**src/rtl/cbus_arbiter_pkg.sv**
```systemverilog
// Shared CBus types and arbiter state encoding for cbus_arbiter.
// Latency: n/a (types and pure helper functions only).
// Backpressure: n/a.
package cbus_arbiter_pkg;

    // Burst encodings carried in cbus_req_t.burst (the arbiter never interprets them).
    localparam logic [1:0] CBUS_BURST_FIXED = 2'd0;
    localparam logic [1:0] CBUS_BURST_INCR  = 2'd1;

    // Request from a CBus master; len is beats-1 for INCR bursts, 0 for FIXED.
    typedef struct packed {
        logic        valid;
        logic        is_write;
        logic [31:0] addr;
        logic [2:0]  size;
        logic [3:0]  len;
        logic [1:0]  burst;
        logic [7:0]  strobe;
        logic [63:0] data;
    } cbus_req_t;

    // Response from a CBus slave; last marks the final ready beat of a transaction.
    typedef struct packed {
        logic        ready;
        logic        last;
        logic [63:0] data;
    } cbus_resp_t;

    // Arbiter FSM state.
    typedef enum logic [1:0] {
        IDLE = 2'd0,
        BUSY = 2'd1
    } cbus_arb_state_t;

    // Increment an index modulo n (wraps to 0 past n-1).
    function automatic int unsigned cbus_wrap_inc(int unsigned v, int unsigned n);
        if (v + 1 >= n) begin
            return 0;
        end
        return v + 1;
    endfunction

endpackage

```
**src/rtl/cbus_arbiter_if.sv**
```systemverilog
// Bundle of the N upstream CBus ports and the single downstream port.
// Latency: n/a (wiring only).
// Backpressure: carried by the ready bit inside cbus_resp_t.
interface cbus_arbiter_if
    import cbus_arbiter_pkg::*;
#(
    parameter int NUM_MASTER = 2
);

    cbus_req_t  ireqs  [NUM_MASTER];
    cbus_resp_t iresps [NUM_MASTER];
    cbus_req_t  oreq;
    cbus_resp_t oresp;

    // Arbiter view: consumes master requests and the slave response.
    modport slave (
        input  ireqs,
        input  oresp,
        output iresps,
        output oreq
    );

    // Environment view: drives master requests and the slave response.
    modport master (
        output ireqs,
        output oresp,
        input  iresps,
        input  oreq
    );

endinterface

```
**src/rtl/cbus_rr_picker.sv**
```systemverilog
// Combinational pick of the next master to grant from a request-valid vector.
// Latency: 0 cycles (pure combinational).
// Backpressure: none; the caller decides when to consume the pick.
// Build option: CBUS_ARB_FIXED_PRIO_EN selects lowest-index-wins instead of round-robin.
module cbus_rr_picker #(
    parameter int NUM_MASTER = 2,
    parameter int MW         = (NUM_MASTER > 1) ? $clog2(NUM_MASTER) : 1
) (
    input  logic [NUM_MASTER-1:0] valid,
    input  logic [MW-1:0]         prio,
    output logic                  any_valid,
    output logic [MW-1:0]         pick
);

`ifdef CBUS_ARB_FIXED_PRIO_EN

    // Lowest valid index wins; the rotation pointer is deliberately ignored.
    always_comb begin
        any_valid = |valid;
        pick      = '0;
        for (int i = NUM_MASTER - 1; i >= 0; i--) begin
            if (valid[i]) begin
                pick = MW'(i);
            end
        end
    end

`else

    logic          found;
    logic [MW-1:0] idx;
    int            idx_i;

    // Scan prio, prio+1, ... modulo NUM_MASTER and keep the first valid index.
    always_comb begin
        any_valid = |valid;
        pick      = '0;
        found     = 1'b0;
        idx       = '0;
        idx_i     = 0;
        for (int i = 0; i < NUM_MASTER; i++) begin
            idx_i = (int'(prio) + i) % NUM_MASTER;
            idx   = MW'(idx_i);
            if (!found && valid[idx]) begin
                pick  = idx;
                found = 1'b1;
            end
        end
    end

`endif

endmodule

```
**src/rtl/cbus_arbiter.sv**
```systemverilog
// N-master to 1-slave CBus arbiter; holds one grant for a whole transaction, then re-arbitrates.
// Latency: grant 1 cycle after a valid request is seen in IDLE; request/response paths 0 cycles while BUSY.
// Backpressure: losing masters see ready=0 until granted; the granted master sees the slave's ready directly.
// Build option: CBUS_ARB_FIXED_PRIO_EN freezes the priority pointer at 0 (fixed priority).
module cbus_arbiter
    import cbus_arbiter_pkg::*;
#(
    parameter int NUM_MASTER = 2
) (
    input  logic           clk,
    input  logic           reset,
    cbus_arbiter_if.slave  bus
);

    localparam int MW = (NUM_MASTER > 1) ? $clog2(NUM_MASTER) : 1;

    cbus_arb_state_t       state;
    logic [MW-1:0]         select;
    logic [MW-1:0]         prio;

    logic [NUM_MASTER-1:0] req_valid;
    logic                  any_valid;
    logic [MW-1:0]         pick;
    logic                  txn_done;

    // Gather the per-master valid bits for the picker.
    always_comb begin
        req_valid = '0;
        for (int i = 0; i < NUM_MASTER; i++) begin
            req_valid[i] = bus.ireqs[i].valid;
        end
    end

    cbus_rr_picker #(
        .NUM_MASTER (NUM_MASTER),
        .MW         (MW)
    ) u_picker (
        .valid     (req_valid),
        .prio      (prio),
        .any_valid (any_valid),
        .pick      (pick)
    );

    // The transaction ends on the slave's final ready beat.
    assign txn_done = bus.oresp.ready && bus.oresp.last;

    // Grant FSM: latch a pick in IDLE, hold it until last, always pass back through IDLE.
    always_ff @(posedge clk or negedge reset) begin
        if (!reset) begin
            state  <= IDLE;
            select <= '0;
            prio   <= '0;
        end else begin
            case (state)
                IDLE: begin
                    if (any_valid) begin
                        select <= pick;
                        state  <= BUSY;
                    end
                end
                BUSY: begin
                    // Other masters' valid bits are ignored here: the grant is locked until last.
                    if (txn_done) begin
                        state <= IDLE;
`ifdef CBUS_ARB_FIXED_PRIO_EN
                        prio  <= '0;
`else
                        prio  <= MW'(cbus_wrap_inc(32'(select), 32'(NUM_MASTER)));
`endif
                    end
                end
                default: begin
                    state <= IDLE;
                end
            endcase
        end
    end

    // Route the granted master to the slave and the slave response back to that master only.
    // Everything is zero in IDLE, which also covers reset since reset forces IDLE asynchronously.
    always_comb begin
        bus.oreq = '0;
        for (int i = 0; i < NUM_MASTER; i++) begin
            bus.iresps[i] = '0;
        end
        if (state == BUSY) begin
            bus.oreq           = bus.ireqs[select];
            bus.iresps[select] = bus.oresp;
        end
    end

endmodule

```
**src/flat_wrapper.sv**
```systemverilog
// flat-port wrapper written by rule: the top's interface ports become plain ports
module cbus_arbiter_flat import cbus_arbiter_pkg::*;
#(
    parameter int NUM_MASTER = 2
)
  (clk, reset, bus_ireqs, bus_oresp, bus_iresps, bus_oreq);
  cbus_arbiter_if #(.NUM_MASTER(NUM_MASTER)) bus_i ();
  input  logic clk;
  input  logic reset;
  input wire logic [$bits(bus_i.ireqs)-1:0] bus_ireqs;
  input wire logic [$bits(bus_i.oresp)-1:0] bus_oresp;
  output wire logic [$bits(bus_i.iresps)-1:0] bus_iresps;
  output wire logic [$bits(bus_i.oreq)-1:0] bus_oreq;
  assign bus_i.ireqs = {>>{bus_ireqs}};
  assign bus_i.oresp = bus_oresp;
  assign bus_iresps = {>>{bus_i.iresps}};
  assign bus_oreq = bus_i.oreq;
  cbus_arbiter #(.NUM_MASTER(NUM_MASTER)) u_core (.clk(clk), .reset(reset), .bus(bus_i));
endmodule
```
**config.mk**
```make
export PLATFORM = sky130hd
export DESIGN_NAME = cbus_arbiter_flat
export DESIGN_NICKNAME = d
export VERILOG_FILES = /design/src/rtl/cbus_arbiter_pkg.sv /design/src/rtl/cbus_arbiter_if.sv /design/src/rtl/cbus_rr_picker.sv /design/src/rtl/cbus_arbiter.sv /design/src/flat_wrapper.sv
export SDC_FILE = /design/constraint.sdc
export NUM_CORES = 1
export LEC_CHECK = 0
export CORE_AREA = 2 2 215 217
export CTS_BUF_LIST = sky130_fd_sc_hd__clkbuf_4 sky130_fd_sc_hd__clkbuf_8
export DETAILED_ROUTE_END_ITERATION = 10
export DIE_AREA = 0 0 217 219
export PLACE_DENSITY = 0.42
export RECOVER_POWER = 25
export SLEW_MARGIN = 5
export SYNTH_ARGS = -nofsm -noshare
export SYNTH_HDL_FRONTEND = slang
export SYNTH_SLANG_ARGS = --single-unit
```
**constraint.sdc**
```tcl
create_clock -name clk -period 1.52 [get_ports clk]
set_input_delay 0.228 -clock clk [delete_from_list [all_inputs] [get_ports clk]]
set_output_delay 0.228 -clock clk [all_outputs]
set_load 0.05 [all_outputs]
```
-- After elaboration in Yosys (flattened, before gate mapping)
Cells that the tools add are included.
Widths: inputs -> output; s select.
- register bits: 4
- bits in latches: 0
- bits in writable memories: 0
- bits in read-only memories: 0
- input port bits: 298
- output and inout bits: 247
- logic and storage cells: 45
- memories: 0
- add/sub/neg operators: 2
- $mul: 0
- divide/modulo/power cells: 0
- order comparisons: 5
- equal/unequal tests: 3
- shifts and indexed selects: 0
- multiplexer cells: 21
- bitwise operators: 2
- reduce and logical (&&, ||, !) cells: 9
- operator list (operator ; number):
    $mux 115 ; 4
    $and 132x132->132 ; 1
    $mux 132 ; 1
    $demux 66 s1 ; 1
    $mux 66 ; 1
    $mux 1 ; 11
    $reduce_and 2->1 ; 3
    $ge 2x2->1 const B ; 2
    $lt 1x2->1 const B ; 2
    $mux 2 ; 2
    $ne 2x1->1 const B ; 2
    $pmux 2 s2 ; 1
    $logic_and 1x1->1 ; 3
    $add 1x1->2 const B ; 1
    $eq 2x1->1 const B ; 1
    $logic_not 2->1 ; 1
    $lt 2x1->1 const B ; 1
    $not 1->2 ; 1
    $reduce_or 2->1 ; 1
    $add 1x1->1 const B ; 1
    $logic_not 1->1 ; 1

-- Depth between registers and ports, before layout
- word-level depth: 7
- depth in mapped cells: 5
- depth with buffers taken out: 2

-- Cells and area by module
A second synthesis with hierarchy kept.
- cell total of the unflattened synthesis: 423
- area total of the unflattened synthesis: 3244.4 um^2
- by module, submodules not included (module ; times used ; cells an instance ; area each (um^2) ; sequential area each (um^2)):
    cbus_arbiter ; 1 ; 420 ; 3226.8 ; 75.1
    cbus_rr_picker ; 1 ; 3 ; 17.5 ; 0.0

-- Worst setup path before layout
No wires, ideal clock.
- path type: reg2out
- from: register u_core.select
- to: output bus_oreq[0]
- data arrival time: 1.588 ns
- required time: 1.292 ns
- slack: -0.296 ns
- stages on the path, launching flop included: 6
- path buffers: 3
- cell sequence: dfrtp_1 buf_4 buf_8 buf_6 mux2i_1 nor2b_1
- word-level cells in the longest chain between the ends: 5
- RTL lines (what ; line ; RTL):
    start, declared ; cbus_arbiter.sv:18 ; logic [MW-1:0] select;
    start signal, assigned ; cbus_arbiter.sv:57 ; select <= pick;
    $not 1->2 (implied by the code) ; cbus_arbiter.sv:87 ; bus.oreq = bus.ireqs[select];
    $mux 115 (implied by the code) (3 in series) ; cbus_arbiter.sv:87 ;
    $mux 115 ; cbus_arbiter.sv:86 ; if (state == BUSY) begin
    end, declared ; flat_wrapper.sv:13 ; output wire logic [$bits(bus_i.oreq)-1:0] bus_oreq;
No other way between the ends. The select of a mux whose other input is x is not followed.

-- Final worst setup path
- from: register u_core.select
- to: output bus_oreq[105]
The elaborated chain is that of the path after synthesis.

==> results.md <==
- The flow ran to the end, but the final reports show violations.
- The checks that failed: setup timing.
- The class of the tightest hold or removal check is primary input to asynchronous set/reset pin.
- The number of sinks handled by clock tree synthesis is 3.
- The share of final-layout standard cells stronger than drive strength 1 is 65.0%.
- During synthesis, Yosys emitted a total of 0 warnings.
- The relative area change from synthesis to final layout is 348%.
- The power density of the placed cells is 1160 nW/µm².
- The post-synthesis instance area is 3200 µm².
- Setup repair after global routing could not meet its margin everywhere.
- After synthesis the netlist holds a flip-flop and latch count of 3.
- In this run the mean area of a mapped cell was 7.56 µm².
- The count of TritonRoute iterations in the first routing pass is 3.
- The detailed-placement wirelength estimate is 22000 µm.
- The clock latency on the worst-skew pair is 0.21 ns.
- The worst setup path is launched from a flip-flop.
- For this run, the register share of the synthesized area comes to 2.35%.
- For this run, design rule violations remaining after detail routing come to 0.
- The die is 217 µm wide.
- The tool flagged a number of max-cap violations equal to 0.
- The leakage dissipation is 0.00614 µW.
- The area after detailed placement is 12700 µm².
- The worst slew margin relative to its limit is 76.8%.
- The maximum clock frequency is 529 MHz.
- Measured along the y axis, the die boundary spans 219 µm.
- The total overflow left after global routing is 0.
- The number of failing hold endpoints at the final stage is 0.
- For the final database, setup skew stands at 0.00135 ns.
- The total length of routed wires is 28200 µm.
- Of all nets on the critical path, the largest fanout is 14.
- In this run, the number of DRC markers left after iteration 0 of detailed routing was 99.
- The worst path setup slack after routing is -0.370 ns.
- The floorplan has 78 rows.
- After clock tree synthesis, the flow added hold-fix buffers numbering 0.
- TritonCTS built the clock tree.
- The library cell used most frequently in the layout, excluding fill and tap cells, is sky130_fd_sc_hd__clkdlybuf4s50_1.
- The congestion estimate from routability-driven global placement came to 0.790.
- The wire length of the first global-routing pass is 38800 µm.
- In this run, distinct cell masters in the synthesized netlist total 18.
- The final number of max-transition violations is 0.
- With fillers left out, the area of the finished cells amounts to 14300 µm².
- In the final routed layout, each cell accounts on average for 17.7 µm.
- The total inserted antenna cells is 0.
- STA classifies the critical path endpoint as an output pin.
- The starting density of the core is 7.09%.
- The count of final setup violators is 247.
- The worst-case register-to-register setup slack is 0.22 ns.
- The arrival time of data at the critical path endpoint is 1.66 ns.
- The floorplan die area is 47500 µm².
- Summing internal, switching and leakage power gives 16700 µW.
- The number of non-filler instances in the completed layout is 1589.
- For the pin with the worst max-slew slack, the measured transition is 0.347 ns.
- In the final design database the tool counted 1288 nets.
- The clock input transition at the sequential cells of the worst setup and hold paths is 0.03 ns.
- After layout, the worst path uses 124% of the clock period.
- Port buffering added 544 buffers.
- The cell count after synthesis is 423.
- The critical path in this run is classified as flip-flop to output pin.
- The number of routed nets with antenna violations is 0.
- In the routed layout, each cell is associated on average with a via count of 3.42.
- The cell count of the worst reg-to-reg path is 4.
- The longest clock path from root to sink contains 2 buffers.
- The number of nets in the synthesized netlist is 721.
- The smallest clock period supported by the final layout is computed as 1.89 ns.
- In the layout the commonest cells are 296 x sky130_fd_sc_hd__clkdlybuf4s50_1, 264 x sky130_fd_sc_hd__buf_12, 85 x sky130_fd_sc_hd__nor2b_4.
- In this run the number of H-tree levels came out at 1.
- The number of antenna violations at the first check in global routing was 2.
- During I/O placement, the number of pins put on the boundary was 545.
- Across every metal layer, demand over resource in global routing totals 10.9%.
- Clock tree synthesis selected as its root buffer the cell sky130_fd_sc_hd__clkbuf_8.
- After detailed placement, the design holds a cell count of 1555.
- The pin count of the biggest net entering global routing is 38.
- The via total after detailed routing is 5439.
- Across all hold checks on the routed design, the worst slack comes to 0.271 ns.
- The floorplan step defined a core boundary enclosing 45100 µm².
- The via count of the first global-routing pass is 5779.
- The setup slack at placement is -0.171 ns.
- The largest vdd supply drop is 0.450 mV.
- Data on the critical path is required at its endpoint by 1.29 ns.
- The CTS buffer count is 3.
power by group:
group / total [µW] / switching [µW] / internal [µW]
logic: 16300 / 7760 / 8510
clock network: 245 / 48.4 / 196
registers: 132 / 23.3 / 109
routing by layer:
metal	wire [µm]	vias to the layer above	part of all wire (%)	track usage, %
li1	-	2561	-	-
met1	10300	2525	37	12.0
met2	15000	334	53	20.9
met3	2400	19	8.5	2.77
met4	425	0	1.5	1.94
met5	0	-	0	0
cell type report:
type | instances | area (µm²)
Timing Repair Buffer | 610 | 9060
Fill cell | 4629 | 30800
Multi-Input combinational cell | 371 | 4370
Sequential cell | 3 | 82.6
Tap cell | 600 | 751
Inverter | 1 | 3.75
Clock buffer | 4 | 48.8
critical path: stages (launching register included):
cell and delay, ns:
sky130_fd_sc_hd__dfrtp_4 0.49, sky130_fd_sc_hd__buf_12 0.14, sky130_fd_sc_hd__buf_12 0.16, sky130_fd_sc_hd__buf_12 0.16
sky130_fd_sc_hd__mux2i_2 0.16, sky130_fd_sc_hd__nor2b_4 0.16, sky130_fd_sc_hd__buf_12 0.15
what timing repair did:
| item | in CTS | in global routing |
|---|---|---|
| setup endpoints to repair | 247 | 247 |
| gates cloned | 11 | 7 |
| resized for setup | 184 | 61 |
| pin swaps | 2 | 14 |
| buffers inserted | 9 | 4 |
registers in the layout, indices dropped and copies added (netlist names):
name	cells
u_core.prio	1
u_core.select	1
u_core.state	1
worst paths after layout:
kind / startpoint / end
min in group clk: u_core.prio$_DFFE_PN0P_ / u_core.prio$_DFFE_PN0P_
max reg2reg: u_core.state[0]$_DFFE_PN0P_ / u_core.prio$_DFFE_PN0P_
min: reset / u_core.state[0]$_DFFE_PN0P_
max in group asynchronous: reset / u_core.select$_DFFE_PN0P_
min reg2reg: u_core.prio$_DFFE_PN0P_ / u_core.prio$_DFFE_PN0P_
max: u_core.select$_DFFE_PN0P_ / bus_oreq[105]
kinds of logic (layout without fill, tap and decap cells):
kind of cell           after synthesis  in the layout  share of synthesized area, %
muxes                              116            116                          36.3
DFF                                  3              3                          2.35
and+or+nand+nor                    253            253                          49.3
buffers and inverters               49            615                          11.5
AOI/OAI and AO/OA                    2              2                         0.548
cell usage after synthesis:
cell / instances / area (µm²)
sky130_fd_sc_hd__a2bb2oi_1: 1 / 8.76
sky130_fd_sc_hd__and2_1: 65 / 407
sky130_fd_sc_hd__and3_1: 66 / 413
sky130_fd_sc_hd__buf_2: 4 / 20.0
sky130_fd_sc_hd__buf_4: 4 / 30.0
sky130_fd_sc_hd__buf_6: 20 / 225
sky130_fd_sc_hd__buf_8: 1 / 15.0
sky130_fd_sc_hd__clkbuf_1: 17 / 63.8
sky130_fd_sc_hd__clkbuf_2: 2 / 10.0
sky130_fd_sc_hd__dfrtp_1: 3 / 75.1
sky130_fd_sc_hd__inv_1: 1 / 3.75
sky130_fd_sc_hd__mux2i_1: 116 / 1160
sky130_fd_sc_hd__nand2_1: 2 / 7.51
sky130_fd_sc_hd__nand3_1: 1 / 5.00
sky130_fd_sc_hd__nor2_1: 1 / 3.75
sky130_fd_sc_hd__nor2b_1: 117 / 732
sky130_fd_sc_hd__nor2b_2: 1 / 8.76
sky130_fd_sc_hd__o31a_1: 1 / 8.76
per-stage QoR:
step	setup TNS (ns)	util (%)
floorplan	-1.06	-
global route	-84.65	31.8
detailed placement	-13.20	28.3
finish	-70.40	31.8
CTS	-73.90	30.8
global placement	-12.93	28.3
No activity file was read; power rests on OpenSTA's default activity.
